**config.mk**
```make
export PLATFORM = sky130hd
export DESIGN_NAME = vertex_list_writer
export DESIGN_NICKNAME = d
export VERILOG_FILES = /design/src/rtl/vertex_list_writer.sv
export SDC_FILE = /design/constraint.sdc
export NUM_CORES = 1
export LEC_CHECK = 0
export CORE_ASPECT_RATIO = 0.8
export CORE_UTILIZATION = 40
export DETAILED_ROUTE_END_ITERATION = 10
export PLACE_DENSITY = 0.61
export SLEW_MARGIN = 20
export SYNTH_ARGS = -nofsm -noshare
export SYNTH_HDL_FRONTEND = slang
export SYNTH_SLANG_ARGS = --single-unit
export TNS_END_PERCENT = 1
```
**constraint.sdc**
```tcl
create_clock -name clk -period 7.05 [get_ports clk]
set_input_delay 1.41 -clock clk [delete_from_list [all_inputs] [get_ports clk]]
set_output_delay 1.41 -clock clk [all_outputs]
set_load 0.03 [all_outputs]
```
**src/rtl/vertex_list_writer.sv**
```systemverilog
// Vertex RAM writer: packs {x,y,z} float words into 96-bit records, writes whole
// triangles from address 0 and closes each list with an x=FFFFFFFF terminator.
// Optional feature: define VTX_SANITIZE_EN to rewrite incoming x=FFFFFFFF as canonical NaN.
module vertex_list_writer #(
  parameter int unsigned DEPTH  = 4096,
  parameter int unsigned ADDR_W = 12
) (
  input  logic              clk,
  input  logic              reset_n,
  input  logic              begin_list,
  input  logic              s_valid,
  output logic              s_ready,
  input  logic [31:0]       s_data,
  input  logic              s_last,
  output logic              wr_en,
  output logic [ADDR_W-1:0] wr_addr,
  output logic [95:0]       wr_data,
  output logic              busy,
  output logic              done,
  output logic [ADDR_W-1:0] vertex_count,
  output logic              err_partial,
  output logic              err_overflow,
  output logic              sanitize_hit
);

  localparam int unsigned WORD_W    = 32;
  localparam int unsigned REC_W     = 3 * WORD_W;
  localparam int unsigned LAST_SLOT = DEPTH - 1;
  localparam logic [WORD_W-1:0] TERM_X    = 32'hFFFF_FFFF;
  localparam logic [WORD_W-1:0] CANON_NAN = 32'h7FC0_0000;
  localparam logic [REC_W-1:0]  TERM_REC  = {TERM_X, 64'h0};

  typedef enum logic [2:0] {
    IDLE      = 3'd0,
    COLLECT   = 3'd1,
    DROP      = 3'd2,
    TERMINATE = 3'd3,
    DONE      = 3'd4
  } state_t;

  state_t state, state_d;

  logic [ADDR_W-1:0] wr_ptr, wr_ptr_d;
  logic [ADDR_W-1:0] tri_base, tri_base_d;
  logic [1:0]        word_idx, word_idx_d;
  logic [1:0]        vert_idx, vert_idx_d;
  logic [WORD_W-1:0] x_q, x_d, y_q, y_d;

  logic              wr_en_d, busy_d, done_d, s_ready_d;
  logic [ADDR_W-1:0] wr_addr_d, vertex_count_d;
  logic [REC_W-1:0]  wr_data_d;
  logic              err_partial_d, err_overflow_d, sanitize_hit_d;

  logic              hs;
  logic              tri_start;
  logic              cap_fail;
  logic              ovf_hit;
  logic              tri_done;
  logic              x_is_term;
  logic [WORD_W-1:0] x_word;

  // Handshake decode shared by next-state and output logic
  assign hs        = s_valid & s_ready;
  assign tri_start = (word_idx == 2'd0) && (vert_idx == 2'd0);
  assign cap_fail  = (32'(tri_base) + 32'd3) > LAST_SLOT;
  assign ovf_hit   = tri_start && cap_fail;
  assign tri_done  = (word_idx == 2'd2) && (vert_idx == 2'd2);

`ifdef VTX_SANITIZE_EN
  assign x_is_term = (s_data == TERM_X);
  assign x_word    = x_is_term ? CANON_NAN : s_data;
`else
  assign x_is_term = 1'b0;
  assign x_word    = s_data;
`endif

  // State register
  always_ff @(posedge clk or negedge reset_n) begin
    if (!reset_n) state <= IDLE;
    else          state <= state_d;
  end

  // Next-state logic
  always_comb begin
    state_d = state;
    unique case (state)
      IDLE:      if (begin_list) state_d = COLLECT;
      COLLECT: begin
        if (hs) begin
          if (ovf_hit)     state_d = s_last ? DONE : DROP;
          else if (s_last) state_d = tri_done ? TERMINATE : DONE;
        end
      end
      DROP:      if (hs && s_last) state_d = DONE;
      TERMINATE: state_d = DONE;
      DONE:      state_d = IDLE;
      default:   state_d = IDLE;
    endcase
  end

  // Output / datapath next values; lists that end off a triangle boundary
  // write the terminator straight away instead of passing through TERMINATE.
  always_comb begin
    wr_en_d        = 1'b0;
    wr_addr_d      = wr_addr;
    wr_data_d      = wr_data;
    busy_d         = (state != IDLE) || begin_list;
    done_d         = 1'b0;
    vertex_count_d = vertex_count;
    err_partial_d  = err_partial;
    err_overflow_d = err_overflow;
    sanitize_hit_d = sanitize_hit;
    s_ready_d      = (state_d == COLLECT) || (state_d == DROP);
    wr_ptr_d       = wr_ptr;
    tri_base_d     = tri_base;
    word_idx_d     = word_idx;
    vert_idx_d     = vert_idx;
    x_d            = x_q;
    y_d            = y_q;

    unique case (state)
      IDLE: begin
        if (begin_list) begin
          wr_ptr_d       = '0;
          tri_base_d     = '0;
          word_idx_d     = 2'd0;
          vert_idx_d     = 2'd0;
          err_partial_d  = 1'b0;
          err_overflow_d = 1'b0;
          sanitize_hit_d = 1'b0;
        end
      end
      COLLECT: begin
        if (hs) begin
          if (ovf_hit) begin
            err_overflow_d = 1'b1;
            if (s_last) begin
              wr_en_d   = 1'b1;
              wr_addr_d = tri_base;
              wr_data_d = TERM_REC;
            end
          end else begin
            unique case (word_idx)
              2'd0: begin
                x_d        = x_word;
                word_idx_d = 2'd1;
                if (x_is_term) sanitize_hit_d = 1'b1;
              end
              2'd1: begin
                y_d        = s_data;
                word_idx_d = 2'd2;
              end
              default: begin
                wr_en_d    = 1'b1;
                wr_addr_d  = wr_ptr;
                wr_data_d  = {x_q, y_q, s_data};
                wr_ptr_d   = wr_ptr + ADDR_W'(1);
                word_idx_d = 2'd0;
                if (vert_idx == 2'd2) begin
                  vert_idx_d = 2'd0;
                  tri_base_d = wr_ptr + ADDR_W'(1);
                end else begin
                  vert_idx_d = vert_idx + 2'd1;
                end
              end
            endcase
            // Partial triangle: nothing more is written except the terminator
            if (s_last && !tri_done) begin
              err_partial_d = 1'b1;
              wr_en_d       = 1'b1;
              wr_addr_d     = tri_base;
              wr_data_d     = TERM_REC;
            end
          end
        end
      end
      DROP: begin
        if (hs && s_last) begin
          wr_en_d   = 1'b1;
          wr_addr_d = tri_base;
          wr_data_d = TERM_REC;
        end
      end
      TERMINATE: begin
        wr_en_d   = 1'b1;
        wr_addr_d = tri_base;
        wr_data_d = TERM_REC;
      end
      DONE: begin
        done_d         = 1'b1;
        vertex_count_d = tri_base;
      end
      default: ;
    endcase
  end

  // Registered outputs and datapath
  always_ff @(posedge clk or negedge reset_n) begin
    if (!reset_n) begin
      wr_en        <= 1'b0;
      wr_addr      <= '0;
      wr_data      <= '0;
      busy         <= 1'b0;
      done         <= 1'b0;
      vertex_count <= '0;
      err_partial  <= 1'b0;
      err_overflow <= 1'b0;
      sanitize_hit <= 1'b0;
      s_ready      <= 1'b0;
      wr_ptr       <= '0;
      tri_base     <= '0;
      word_idx     <= 2'd0;
      vert_idx     <= 2'd0;
      x_q          <= '0;
      y_q          <= '0;
    end else begin
      wr_en        <= wr_en_d;
      wr_addr      <= wr_addr_d;
      wr_data      <= wr_data_d;
      busy         <= busy_d;
      done         <= done_d;
      vertex_count <= vertex_count_d;
      err_partial  <= err_partial_d;
      err_overflow <= err_overflow_d;
      sanitize_hit <= sanitize_hit_d;
      s_ready      <= s_ready_d;
      wr_ptr       <= wr_ptr_d;
      tri_base     <= tri_base_d;
      word_idx     <= word_idx_d;
      vert_idx     <= vert_idx_d;
      x_q          <= x_d;
      y_q          <= y_d;
    end
  end

endmodule
```
Yosys cells after proc, flatten, opt, wreduce, memory -nomap -nowiden. Cells that the tools add are included.

Bits in registers: 221. Bits in latches: 0. Memory bits (writable): 0. ROM bits: 0. Input bits: 37. Output and inout bits: 127. Memories: 0.

Add/subtract/negate cells: 3. Multiply operators: 0. Divide/modulo/power cells: 0. Magnitude comparators: 1. Equality and inequality tests: 19. Shift-type cells: 0. Mux-type cells: 58. Bitwise gates (word level): 2. Reduce and logical (&&, ||, !) cells: 23.

Operators by type and width (number): $mux W96 (6); $pmux W96 S3 (1); $mux W12 (14); $pmux W12 S2 (2); $pmux W12 S3 (1); $mux W3 (7); $ne A2 B2 Y1 const B (8); $reduce_and A4 Y1 (4); $reduce_and A5 Y1 (3); $mux W2 (7); $add A12 B2 Y13 const B (1); $gt A13 B12 Y1 const B (1); $mux W1 (13); $add A12 B1 Y12 const B (1); $pmux W2 S2 (3); $pmux W3 S4 (1); $eq A3 B2 Y1 const B (3); $eq A3 B1 Y1 const B (2); $reduce_and A6 Y1 (1); $reduce_bool A3 Y1 (2); $logic_and A1 B1 Y1 (5); $eq A2 B2 Y1 const B (2); $logic_not A2 Y1 (2); $ne A4 B4 Y1 const B (1); other kinds (13) (15).

Longest topological paths before layout.
Depth in word-level cells: 9. Gate-level depth with buffers: 9.

Worst setup path before layout. No wires, ideal clock.

Kind: input -> register. Start point: in begin_list. End point: reg x_q[10]. Setup time: 125 ps. Data arrival time: 2876 ps. Required time: 6925 ps. Slack: 4049 ps. Stages: 5. Buffers on the path: 2. Cells stage by stage: or4b_1 buf_2 a211oi_4 buf_6 mux2_4.

RTL lines: start: declaration (RTL line 10) `input logic begin_list,`; end signal: assignment (RTL line 214) `x_q <= '0;`; end signal: assignment (RTL line 231) `x_q <= x_d;`; end: declaration (RTL line 47) `logic [WORD_W-1:0] x_q, x_d, y_q, y_d;`.

Final worst setup path.
Start point: in s_last. End point: reg wr_addr[4].

Longest elaborated chain between the ends: 5. Elaborated cells between the ends (all ways): 10.

RTL lines: start: declaration (RTL line 14) `input logic s_last,`; $logic_and A1 B1 Y1 (RTL line 168) `if (s_last && !tri_done) begin`; $mux W12 (RTL line 168); $mux W12 (RTL line 135) `if (ovf_hit) begin`; $mux W12 (RTL line 134) `if (hs) begin`; $pmux W12 S3 (RTL line 121) `unique case (state)`; end signal: assignment (RTL line 218) `wr_addr <= wr_addr_d;`; end: declaration (RTL line 16) `output logic [ADDR_W-1:0] wr_addr,`.

Several ways; a longest one is shown, not always the timed one. The select of a mux whose other input is x is not followed. A chain may end at the register's enable or synchronous reset.

==> key figures <==
Synthesis
  • Synth cell types: 50
  • Top FF cell, synth: dfrtp_1
  • Syn Inst Count: roughly 850
  • Async SR Flop Fraction: 100%
  • Synth Net Count: between 800 and 900
  • Synth area leaders: dfrtp_1 (59%), nand2_1 (6.9%), mux2_2 (6.2%)
  • Leading area contributor after synthesis: dfrtp_1
  • Seq/Total Area, Yosys: just under 60%
  • Avg Cell Area, Syn: between 10 and 15 um^2
  • EDFF count, synth: 0
  • Seq cells post-synth: ~220
  • Warning count from the yosys run: 0
  • Synth top area share: about three fifths
  • Mapped Area: 9310 um^2

Flow run
  • MaxCap Viol Count: 0

Clock network
  • CTS max path bufs: 3
  • Clock latency on the worst-skew pair: about 0.50 ns
  • Root buffer cell: clkbuf_16
  • Clk pin slew, worst setup/hold paths: 0.06 ns
  • Clock Sinks: 221
  • CTS tree: yes
  • Setup bufs post-CTS: 0
  • Num CTS Buffers: 23
  • Cts hold-fix bufs: 0
  • PostCTS Resize Cnt: 0
  • H-tree depth: 1

Timing
  • Setup TNS: 0 ns
  • Slew Limit Fails: 0
  • Worst Tran Pin Value: just over 0.9 ns
  • Fmax: ~280 MHz
  • Hold Vio Cnt, Final: 0
  • Slew margin rel.: 37.6%
  • Fin crit share: approximately half
  • Clk_skew: roughly 0.0097 ns
  • Final setup fails: 0
  • RSZ-0062 raised after global routing: no
  • Min Tclk post-route: roughly 3.6 ns

Layout
  • Commonest non-fill, non-tap cells in the layout: dfrtp_1 (221), nand2_1 (171), clkdlybuf4s50_1 (161)
  • Post-Route Utilization: ~53%
  • Share of cells above drive strength 1: around 15%
  • Most common cell after layout, fill and taps aside: dfrtp_1
  • Area added between synthesis and finish: 28.1%
  • Antenna Cells: 0
  • Cell Count, Final, Fillers Out: around 1300
  • NumNets Final: between 1000 and 1500
  • Design Area, Final: around 12000 um^2

GRT
  • Grt ovf: 0
  • Vias in the first global route: about 6600
  • Largest net degree at the start of global routing: 122
  • First-pass GRT wire length: around 38 mm
  • Initial antenna violation count: 0
  • GRT Util Overall: about a fifth

Pwr
  • Int Pwr: around 3.5 mW
  • Total chip power: 5.46 mW
  • Static Leak: 5.07 nW
  • Net Sw Frac: between 30% and 40%
  • Worst vdd ir: approximately 200 uV
  • Sequential share of power: between 30 and 40%
  • Combinational Power Share: a little under two fifths
  • P_sw: roughly 2.0 mW
  • Power per standard cell area: between 400 and 500 nW/um^2
  • Clk network pwr share: about a quarter

Critical path
  • WS Path Type: input port to register
  • Crit-path max FO: roughly 80
  • CP Buf/Inv Count: 3
  • Critical path's slowest cell: inv_4
  • CP endpoint kind: register
  • Worst flop-to-flop path endpoint: x_q[10]
  • Cell-by-cell trace of the critical path: clkdlybuf4s50_1 > and3_1 > o21ai_0 > a21o_4 > inv_4 > buf_4 > nand4_1 > o211ai_2
  • Crit path largest cell delay: 0.60 ns
  • Path depth of the worst reg2reg path: 6
  • Startpoint Class: input port
  • Delay-heaviest family, CP: buffers and inverters
  • Worst EP arrival: slightly above 4 ns
  • Crit Reg-Reg Startpoint: word_idx[1]
  • R2R Setup Slk: roughly 3.8 ns
  • WP data required: 7.47 ns

Worst hold path
  • Hold Crit Class: register to register
  • WHS Endpoint: wr_data[34]
  • Hold path cells: 2
  • Hold Path Origin: wr_data[34]

Placed design
  • HPWL Detailed: 14.4 mm
  • GPL Wtd Cong: between 0.7 and 0.8
  • Placement Cell Area: about 11000 um^2
  • Port bufs: between 150 and 200
  • Placed insts: approximately 1300

Detailed routing
  • Residual DRC: 0
  • Pre-antenna DRT Iters: 5
  • Initial DRC count: between 400 and 500
  • Met3 wire length: 1.48 mm
  • DRT antenna net count: 0
  • Drt wl/cell: between 15 and 20 um
  • Uppermost layer routed: met4
  • Met2 WL: between 10 and 15 mm
  • Wl on met1: about 11 mm
  • Vias: 6768
  • Via/cell ratio: a little over 5
  • Final wirelength: 23.3 mm

Floorplanning
  • Die Wd: 173 um
  • Cell Rows: 49
  • Io pins: 164
  • DIE AREA: between 20000 and 25000 um^2
  • Placeable core area: about 23000 um^2
  • Die Ht: 138 um
  • Starting Density: just over 40%

Run status
  • Outcome: finished clean
[per-layer routing]
layer / vias to the layer above / global-route usage (%)
li1: 3173 / -
met1: 3417 / 29.7
met2: 154 / 28.4
met3: 24 / 5.25
met4: 0 / 3.29
met5: - / 0
[synthesized netlist by cell type, types with 9 or more instances]
cell / number
a21oi_1: 50
buf_2: 13
buf_6: 9
clkbuf_1: 29
dfrtp_1: 221
mux2_2: 51
mux2_4: 29
nand2_1: 171
nand4_1: 13
nor2_1: 72
o21ai_0: 78
o21ai_1: 11
[worst max path at each step]
stage	from	to	slack [ns]	cells after the start
floorplan	begin_list	x_q[10]	4.05	5
global placement	s_last	wr_addr[2]	2.96	8
detailed placement	s_last	wr_addr[2]	2.91	8
CTS	s_last	wr_addr[2]	3.44	8
global route	s_last	wr_data[21]	3.25	8
finish	s_last	wr_addr[4]	3.43	8
[flip-flops by register name, summed over array words and instances, names as in the netlist]
register and count:
wr_data 96, x_q 32, y_q 32, tri_base 12
vertex_count 12, wr_addr 12, wr_ptr 12, state 3
vert_idx 2, word_idx 2, busy 1, done 1
err_overflow 1, err_partial 1, s_ready 1, wr_en 1
[power groups by stage]
stage	Combinational [mW]	Clock, mW	Sequential (mW)
5_1_grt	2.25	1.38	2.12
3_5_place_dp	2.11	0	2.07
2_1_floorplan	0.838	0	2.51
4_1_cts	2.12	1.33	2.06
6_report	2.09	1.30	2.06
3_3_place_gp	2.08	0	2.07
[per-stage QoR]
stage	hold WS, ns	setup slack, ns
2_1_floorplan	0.481	4.05
3_3_place_gp	0.460	2.96
3_5_place_dp	0.470	2.91
4_1_cts	0.483	3.44
5_1_grt	0.503	3.25
6_report	0.477	3.43
[kinds of logic (layout without fill, tap and decap cells)]
group / after synthesis / count (layout) / synth area share [%]
XOR/XNOR: 10 / 10 / 0.940
other: 1 / 1 / 0.0403
flip-flops: 221 / 221 / 59.4
adder cells (fa/ha/maj): 3 / 3 / 0.403
multiplexers: 80 / 80 / 10.8
AND/OR/NAND/NOR: 291 / 291 / 13.3
AO/OA/AOI/OAI: 178 / 178 / 11.5
buffers and inverters: 65 / 216 / 3.56
[worst register-to-register path: stages, from the launching register on]
cell,delay (ns)
dfrtp_1,0.49
or4_1,0.66
or3_4,0.45
a311oi_4,0.69
a211oi_4,0.06
buf_4,0.37
mux2_4,0.41
[cell type report]
type | count | area (um^2)
fill | 2030 | 10800
timing repair buffer | 171 | 1720
multi-input combinational | 563 | 3470
tap | 306 | 383
inverter | 5 | 21.3
clock inverter | 14 | 204
clock buffer | 26 | 607
sequential | 221 | 5530
(Power assumes the default switching activity.)
